### config.mk
export PLATFORM = sky130hd
export DESIGN_NAME = mem_wb_stage
export DESIGN_NICKNAME = d
export VERILOG_FILES = /design/src/rtl/mem_wb_stage.sv
export SDC_FILE = /design/constraint.sdc
export NUM_CORES = 1
export LEC_CHECK = 0
export CORE_MARGIN = 3
export CORE_UTILIZATION = 42
export CTS_CLUSTER_SIZE = 16
export DETAILED_ROUTE_END_ITERATION = 16
export PLACE_DENSITY = 0.77
export SYNTH_ARGS = -nofsm -noshare
export SYNTH_HDL_FRONTEND = slang
export SYNTH_SLANG_ARGS = --single-unit
### constraint.sdc
create_clock -name clk -period 1.8 [get_ports clk]
set_clock_uncertainty 0.2 [all_clocks]
set_input_delay 0.36 -clock clk [delete_from_list [all_inputs] [get_ports clk]]
set_output_delay 0.36 -clock clk [all_outputs]
set_load 0.005 [all_outputs]
### src/rtl/mem_wb_stage.sv
// MEM/WB pipeline register with load extraction and writeback select.
// Ports:
//   clk, rst_n          clock, async active-low reset
//   Stall_wb/Flush_wb   hold / bubble control (flush wins)
//   *_mem               MEM-stage instruction bundle
//   Valid_wb            WB holds a real instruction
//   RegWrite*_wb        register-file write port / WB forwarding source
//   AdEL_wb/FaultPC_wb  misaligned-load fault and faulting PC
//   Retired_cnt         instructions retired without fault
module mem_wb_stage #(
    parameter int DATA_W = 32,
    parameter int CNT_W  = 32
) (
    input  logic              clk,
    input  logic              rst_n,
    input  logic              Stall_wb,
    input  logic              Flush_wb,
    input  logic              Valid_mem,
    input  logic              RegWrite_mem,
    input  logic [4:0]        RegWriteAddr_mem,
    input  logic              MemToReg_mem,
    input  logic              Link_mem,
    input  logic [2:0]        LoadType_mem,
    input  logic [DATA_W-1:0] ALUResult_mem,
    input  logic [DATA_W-1:0] PC_plus4_mem,
    input  logic [DATA_W-1:0] MemData_mem,
    output logic              Valid_wb,
    output logic              RegWrite_wb,
    output logic [4:0]        RegWriteAddr_wb,
    output logic [DATA_W-1:0] RegWriteData_wb,
    output logic              AdEL_wb,
    output logic [DATA_W-1:0] FaultPC_wb,
    output logic [CNT_W-1:0]  Retired_cnt
);

    localparam logic [2:0] LT_LB  = 3'b001;
    localparam logic [2:0] LT_LBU = 3'b010;
    localparam logic [2:0] LT_LH  = 3'b011;
    localparam logic [2:0] LT_LHU = 3'b100;

    logic              r_valid;
    logic              r_regwrite;
    logic [4:0]        r_addr;
    logic [DATA_W-1:0] r_data;
    logic              r_adel;
    logic [DATA_W-1:0] r_fault_pc;
    logic [CNT_W-1:0]  r_cnt;

    logic              w_is_byte;
    logic              w_is_half;
    logic              w_is_word;
    logic              w_misalign;
    logic              w_regwrite;
    logic [7:0]        w_byte;
    logic [15:0]       w_half;
    logic [DATA_W-1:0] w_load;
    logic [DATA_W-1:0] w_wdata;
    logic              w_retire;
    logic              w_capture;

    // Unlisted load codes behave as LW.
    assign w_is_byte = (LoadType_mem == LT_LB) || (LoadType_mem == LT_LBU);
    assign w_is_half = (LoadType_mem == LT_LH) || (LoadType_mem == LT_LHU);
    assign w_is_word = ~w_is_byte & ~w_is_half;

    always_comb begin
        w_misalign = 1'b0;
        if (Valid_mem && MemToReg_mem) begin
            w_misalign = (w_is_half & ALUResult_mem[0])
                       | (w_is_word & (|ALUResult_mem[1:0]));
        end
    end

    // $0 is never written so forwarding can never match it.
    assign w_regwrite = Valid_mem & RegWrite_mem
                      & (|RegWriteAddr_mem) & ~w_misalign;

    always_comb begin
        w_byte = MemData_mem[7:0];
        unique case (ALUResult_mem[1:0])
            2'd0: w_byte = MemData_mem[7:0];
            2'd1: w_byte = MemData_mem[15:8];
            2'd2: w_byte = MemData_mem[23:16];
            2'd3: w_byte = MemData_mem[31:24];
        endcase
    end

    assign w_half = ALUResult_mem[1] ? MemData_mem[31:16]
                                     : MemData_mem[15:0];

    always_comb begin
        w_load = MemData_mem;
        unique case (LoadType_mem)
            LT_LB:   w_load = {{(DATA_W-8){w_byte[7]}}, w_byte};
            LT_LBU:  w_load = {{(DATA_W-8){1'b0}}, w_byte};
            LT_LH:   w_load = {{(DATA_W-16){w_half[15]}}, w_half};
            LT_LHU:  w_load = {{(DATA_W-16){1'b0}}, w_half};
            default: w_load = MemData_mem;
        endcase
    end

    // Link beats load if both are (illegally) raised.
    always_comb begin
        w_wdata = '0;
        if (w_regwrite) begin
            if (Link_mem) begin
                w_wdata = PC_plus4_mem + DATA_W'(4);
            end else if (MemToReg_mem) begin
                w_wdata = w_load;
            end else begin
                w_wdata = ALUResult_mem;
            end
        end
    end

    assign w_capture = ~Flush_wb & ~Stall_wb;
    assign w_retire  = Valid_mem & ~w_misalign;

    always_ff @(posedge clk or negedge rst_n) begin
        if (!rst_n) begin
            r_valid    <= 1'b0;
            r_regwrite <= 1'b0;
            r_addr     <= '0;
            r_data     <= '0;
            r_adel     <= 1'b0;
            r_fault_pc <= '0;
        end else if (Flush_wb) begin
            r_valid    <= 1'b0;
            r_regwrite <= 1'b0;
            r_addr     <= '0;
            r_data     <= '0;
            r_adel     <= 1'b0;
            r_fault_pc <= '0;
        end else if (!Stall_wb) begin
            r_valid    <= Valid_mem;
            r_regwrite <= w_regwrite;
            r_addr     <= w_regwrite ? RegWriteAddr_mem : 5'd0;
            r_data     <= w_wdata;
            r_adel     <= w_misalign;
            r_fault_pc <= w_misalign ? (PC_plus4_mem - DATA_W'(4))
                                     : '0;
        end
    end

    // Counter ignores flushes and stalls; wraps silently.
    always_ff @(posedge clk or negedge rst_n) begin
        if (!rst_n) begin
            r_cnt <= '0;
        end else if (w_capture && w_retire) begin
            r_cnt <= r_cnt + CNT_W'(1);
        end
    end

    assign Valid_wb        = r_valid;
    assign RegWrite_wb     = r_regwrite;
    assign RegWriteAddr_wb = r_addr;
    assign RegWriteData_wb = r_data;
    assign AdEL_wb         = r_adel;
    assign FaultPC_wb      = r_fault_pc;
    assign Retired_cnt     = r_cnt;

endmodule

-- Word level (Yosys, flattened, before mapping)
Index checks and enable logic that the tools add are counted.
- eq/ne operators: 8
- bitwise logic cells: 14
- add/sub/neg operators: 3
- reduce and logical (&&, ||, !) cells: 7
- muxes and demuxes: 21
- operators by type and width (kind ; number):
    $mux W32 ; 8
    $pmux W32 S4 ; 1
    $add A32 B1 Y32 const B ; 1
    $add A32 B3 Y32 const B ; 1
    $pmux W8 S4 ; 1
    $sub A32 B3 Y32 const B ; 1
    $mux W16 ; 1
    $mux W5 ; 3
    $and A1 B1 Y1 ; 8
    $mux W1 ; 7
    $eq A3 B2 Y1 const B ; 2
    $not A1 Y1 ; 5
    $reduce_or A5 Y1 ; 1
    $eq A2 B2 Y1 const B ; 2
    $eq A3 B1 Y1 const B ; 1
    $eq A3 B3 Y1 const B ; 1
    $eq A2 B1 Y1 const B ; 1
    $logic_and A1 B1 Y1 ; 2
    $logic_not A2 Y1 ; 1
    $logic_or A1 B1 Y1 ; 2
    $ne A2 B1 Y1 const B ; 1
    $reduce_or A2 Y1 ; 1
    $or A1 B1 Y1 ; 1
- register bits: 104
- logic and storage cells: 60
- output and inout port bits: 104
- bits of input ports: 112

-- Logic depth before layout (Yosys ltp)
- word-level depth: 12
- gate-level depth with buffers: 8

-- Least setup slack after synthesis
Ideal clock, no wire load.
- path type: in2reg
- from: input PC_plus4_mem[13]
- to: register r_fault_pc[28], in the netlist FaultPC_wb[28]
- required time: 1.528 ns
- stages on the path: 6
- setup time: 0.072 ns
- setup slack: -0.790 ns
- data arrival time: 2.318 ns
- cell sequence: clkbuf_2 or4_4 or4b_4 or2_4 or4_1 nand3_1
- cells in the longest elaborated chain, start to end: 4
- ends and longest elaborated chain (item ; line ; source):
    from (decl) ; 25 ; input logic [DATA_W-1:0] PC_plus4_mem,
    $sub A32 B3 Y32 ; 140 ; r_fault_pc <= w_misalign ? (PC_plus4_mem - DATA_W'(4))
    $mux W32 ; 140 ;
    $mux W32 ; 134 ; end else if (!Stall_wb) begin
    $mux W32 ; 127 ; end else if (Flush_wb) begin
    to (signal assigned) ; 140 ;
    to (decl) ; 46 ; logic [DATA_W-1:0] r_fault_pc;
Every way passes these cells. The select of a mux whose other input is x is not followed.
A chain may end at the register's enable or synchronous reset.

-- Final worst setup path
- from: input PC_plus4_mem[12]
- to: register r_fault_pc[24], in the netlist FaultPC_wb[24]
The elaborated chain is that of the path after synthesis.

==> flow_summary_export.csv <==
group,metric,value,unit
outcome,status,"finished with violations",
outcome,violations,"negative setup slack",
routing,via_count,9517,
sta,maxSlewViolCount,0,
logic_synthesis,synthFlopType,"dfrtp_1",
logic_synthesis,synth_top_area_share,0.4004,
hold_path,min_path_type,"in2reg",
logic_synthesis,avgSynthCellArea,8.760,sq um
final_layout,num_antenna_cells,0,
place,dpl_cell_area,10680,sq um
power,ir_drop,467.1,uV
logic_synthesis,syn-instance-count,742,
sta,setup_viol,97,
setup_path,worstRegToRegCells,6,
floorplan,design.die.area,17010,sq um
power,swShare,0.3307,
logic_synthesis,synth_top_cells_by_area,"dfrtp_1 40%, xor2_1 5.1%, o21ai_0 4.9%",
final_layout,fin_util,0.8931,
floorplan,initial_utilization,0.4389,
grt,grt_pass1_wl,45.39,mm
cts,clockRootBuffer,"clkbuf_16",
cts,cts_tree,"done",
final_layout,area_growth,103.5,%
place,gp_congestion,1.016,
power,switchingPower,0.002222,W
logic_synthesis,synth_top_area_cell,"dfrtp_1",
setup_path,worstPathMaxFanout,4,
setup_path,crit_top_cell,"buf_6",
setup_path,cp-start-kind,"primary input",
cts,clkTransAtPathRegs,90,ps
logic_synthesis,synth_fp_nets,857,
hold_path,hold_depth,2,
sta,max-slew-margin-rel,0.4616,
setup_path,path_buf_inv,2,
final_layout,drive_above_1_share,0.4463,
setup_path,arrival,2380,ps
power,power.density,507.9,nW/um^2
logic_synthesis,synth_edf_count,0,
place,place_hpwl,19.52,mm
floorplan,die_h,130.4,um
logic_synthesis,ys_warn_count,0,
cts,cts_buffer_depth,2,
sta,tightest_slew,799.2,ps
grt,grt_use_total,0.3453,
setup_path,max_stage_delay,580,ps
power,intPower,0.004496,W
sta,setup_tns,-21010,ps
grt,antenna_found_initial,1,
logic_synthesis,synth_cell_types,66,
floorplan,ioPinCount,216,
power,comb_power_share,0.330,
routing,drc_errors,0,
setup_path,crit_type,"in2reg",
sta,final_hold_viol_count,0,
grt,overflow,0,
setup_path,cp_slowest_cell,"or4b_4",
cts,cts_buffers,9,
routing,wl_per_cell,26.70,um
floorplan,core,14810,sq um
setup_path,cp_cell_sequence,"buf_6 -> or4_4 -> or4b_4 -> or2_4 -> buf_6 -> o311ai_4 -> o311ai_2",
final_layout,final_common_cell,"buf_4",
final_layout,final_nets,1349,
power,p_clk_frac,0.302,
final_layout,final_cell_area,13230,sq um
setup_path,critPathRequiredTime,1830,ps
logic_synthesis,synth_seq_area_share,0.4004,
routing,wirelength,37.99,mm
logic_synthesis,synthArstFlopShare,1.000,
power,p_leak,7.095,nW
sta,fin_crit_sh,1.309,
cts,h-tree-depth,3,
final_layout,most-common-layout-cells,"230 x buf_4, 104 x dfrtp_1, 76 x nand2_1",
floorplan,rows,44,
grt,grt_pass1_vias,8563,
routing,viasPerCell,6.688,
sta,max_freq,424.6,MHz
setup_path,crit_family,"simple AND/OR/NAND/NOR gates",
setup_path,crit_cells,7,
power,sequentialPowerShare,0.368,
floorplan,dieWidth,130.4,um
setup_path,endpoint_kind,"flip-flop",
run,max_cap_viol_count,0,
routing,drt_pre_antenna_iters,7,
sta,min_period,2355,ps
grt,grt_max_degree,68,
cts,clock_latency,370,ps
sta,grt_setup_unrepaired,"true",
routing,drtIter0Drc,1352,
cts,numClockSinks,104,
routing,route.antenna.remaining_nets,0,
logic_synthesis,syn_area,6500,sq um
logic_synthesis,ys_seq_elements,104,
sta,timing.final.ws_setup,-555.3,ps
place,portBuffers,215,
-- repair_timing --
item,in CTS,in global routing
resized for setup,377,174
endpoints found under the setup margin,179,143
gates cloned,3,5
setup buffers,76,52
hold buffers,1,0
pin swaps,112,93
endpoints found under the hold margin,104,0
-- flip-flops by register name (all words and copies together) (netlist names) --
| name | flops |
|---|---|
| AdEL_wb | 1 |
| FaultPC_wb | 32 |
| RegWriteAddr_wb | 5 |
| RegWriteData_wb | 32 |
| RegWrite_wb | 1 |
| Retired_cnt | 32 |
| Valid_wb | 1 |
-- cell families after synthesis --
group / after synthesis / share of synthesized area
buffers and inverters: 78 / 0.04696
AND/OR/NAND/NOR: 275 / 0.2179
multiplexers: 14 / 0.02541
XOR/XNOR: 67 / 0.09028
adder cells (fa/ha/maj): 3 / 0.005775
AO/OA/AOI/OAI: 201 / 0.2133
flip-flops: 104 / 0.4004
-- cell usage after synthesis, drive strengths merged (10+ instances only) --
master,n
dfrtp,104
nand2,80
o21ai,67
clkbuf,55
nor2,45
a21oi,38
xor2,38
xnor2,29
nand3,28
nor3,25
nor4,23
a32o,22
inv,18
or4,18
nand4,17
a22o,11
mux2,10
-- per-layer routing --
metal	share of wire	vias to the layer above	track usage
met1	0.32	4438	0.4026
met5	0.0014	-	0
met4	0.098	2	0.1851
met3	0.12	363	0.05813
li1	-	3758	-
met2	0.46	956	0.6068
-- metrics by stage --
step / power (W) / instances / worst slack [ps] / hold slack [ps]
2_1_floorplan: 0.003173 / 742 / -762.1 / -135.6
3_3_place_gp: 0.004132 / 1281 / -1173 / 203.4
3_5_place_dp: 0.004161 / 1281 / -1197 / 211.7
4_1_cts: 0.006285 / 1376 / -485.2 / 7.670
5_1_grt: 0.006882 / 1423 / -544.3 / 17.79
6_report: 0.006717 / 1423 / -555.3 / 20.12
-- final timing paths --
kind	start	end	slack, ps
worst max register to register	Retired_cnt[14]	Retired_cnt[27]	-240
worst min-delay path	RegWriteAddr_mem[0]	RegWriteAddr_wb[0]	20
worst max-delay path	PC_plus4_mem[12]	FaultPC_wb[24]	-560
worst min register to register	FaultPC_wb[3]	FaultPC_wb[3]	280
max in group asynchronous	rst_n	RegWrite_wb	610
min in group asynchronous	rst_n	FaultPC_wb[20]	390
-- power by group through the flow --
stage / registers [W] / logic (W) / clock network (W)
3_5_place_dp: 0.00252 / 0.00164 / 0
6_report: 0.00247 / 0.00221 / 0.00203
5_1_grt: 0.00248 / 0.00228 / 0.00212
2_1_floorplan: 0.00255 / 0.000620 / 0
4_1_cts: 0.00246 / 0.00186 / 0.00196
3_3_place_gp: 0.00252 / 0.00161 / 0
-- final cells by class --
type | count | area [sq um]
clock inverter | 7 | 60.06
timing repair buffer | 541 | 5132
tap | 184 | 230.2
inverter | 18 | 67.56
multi-input combinational | 560 | 4908
fill | 601 | 1583
clock buffer | 9 | 225.2
sequential | 104 | 2603
Power figures use the tool's default switching activity.
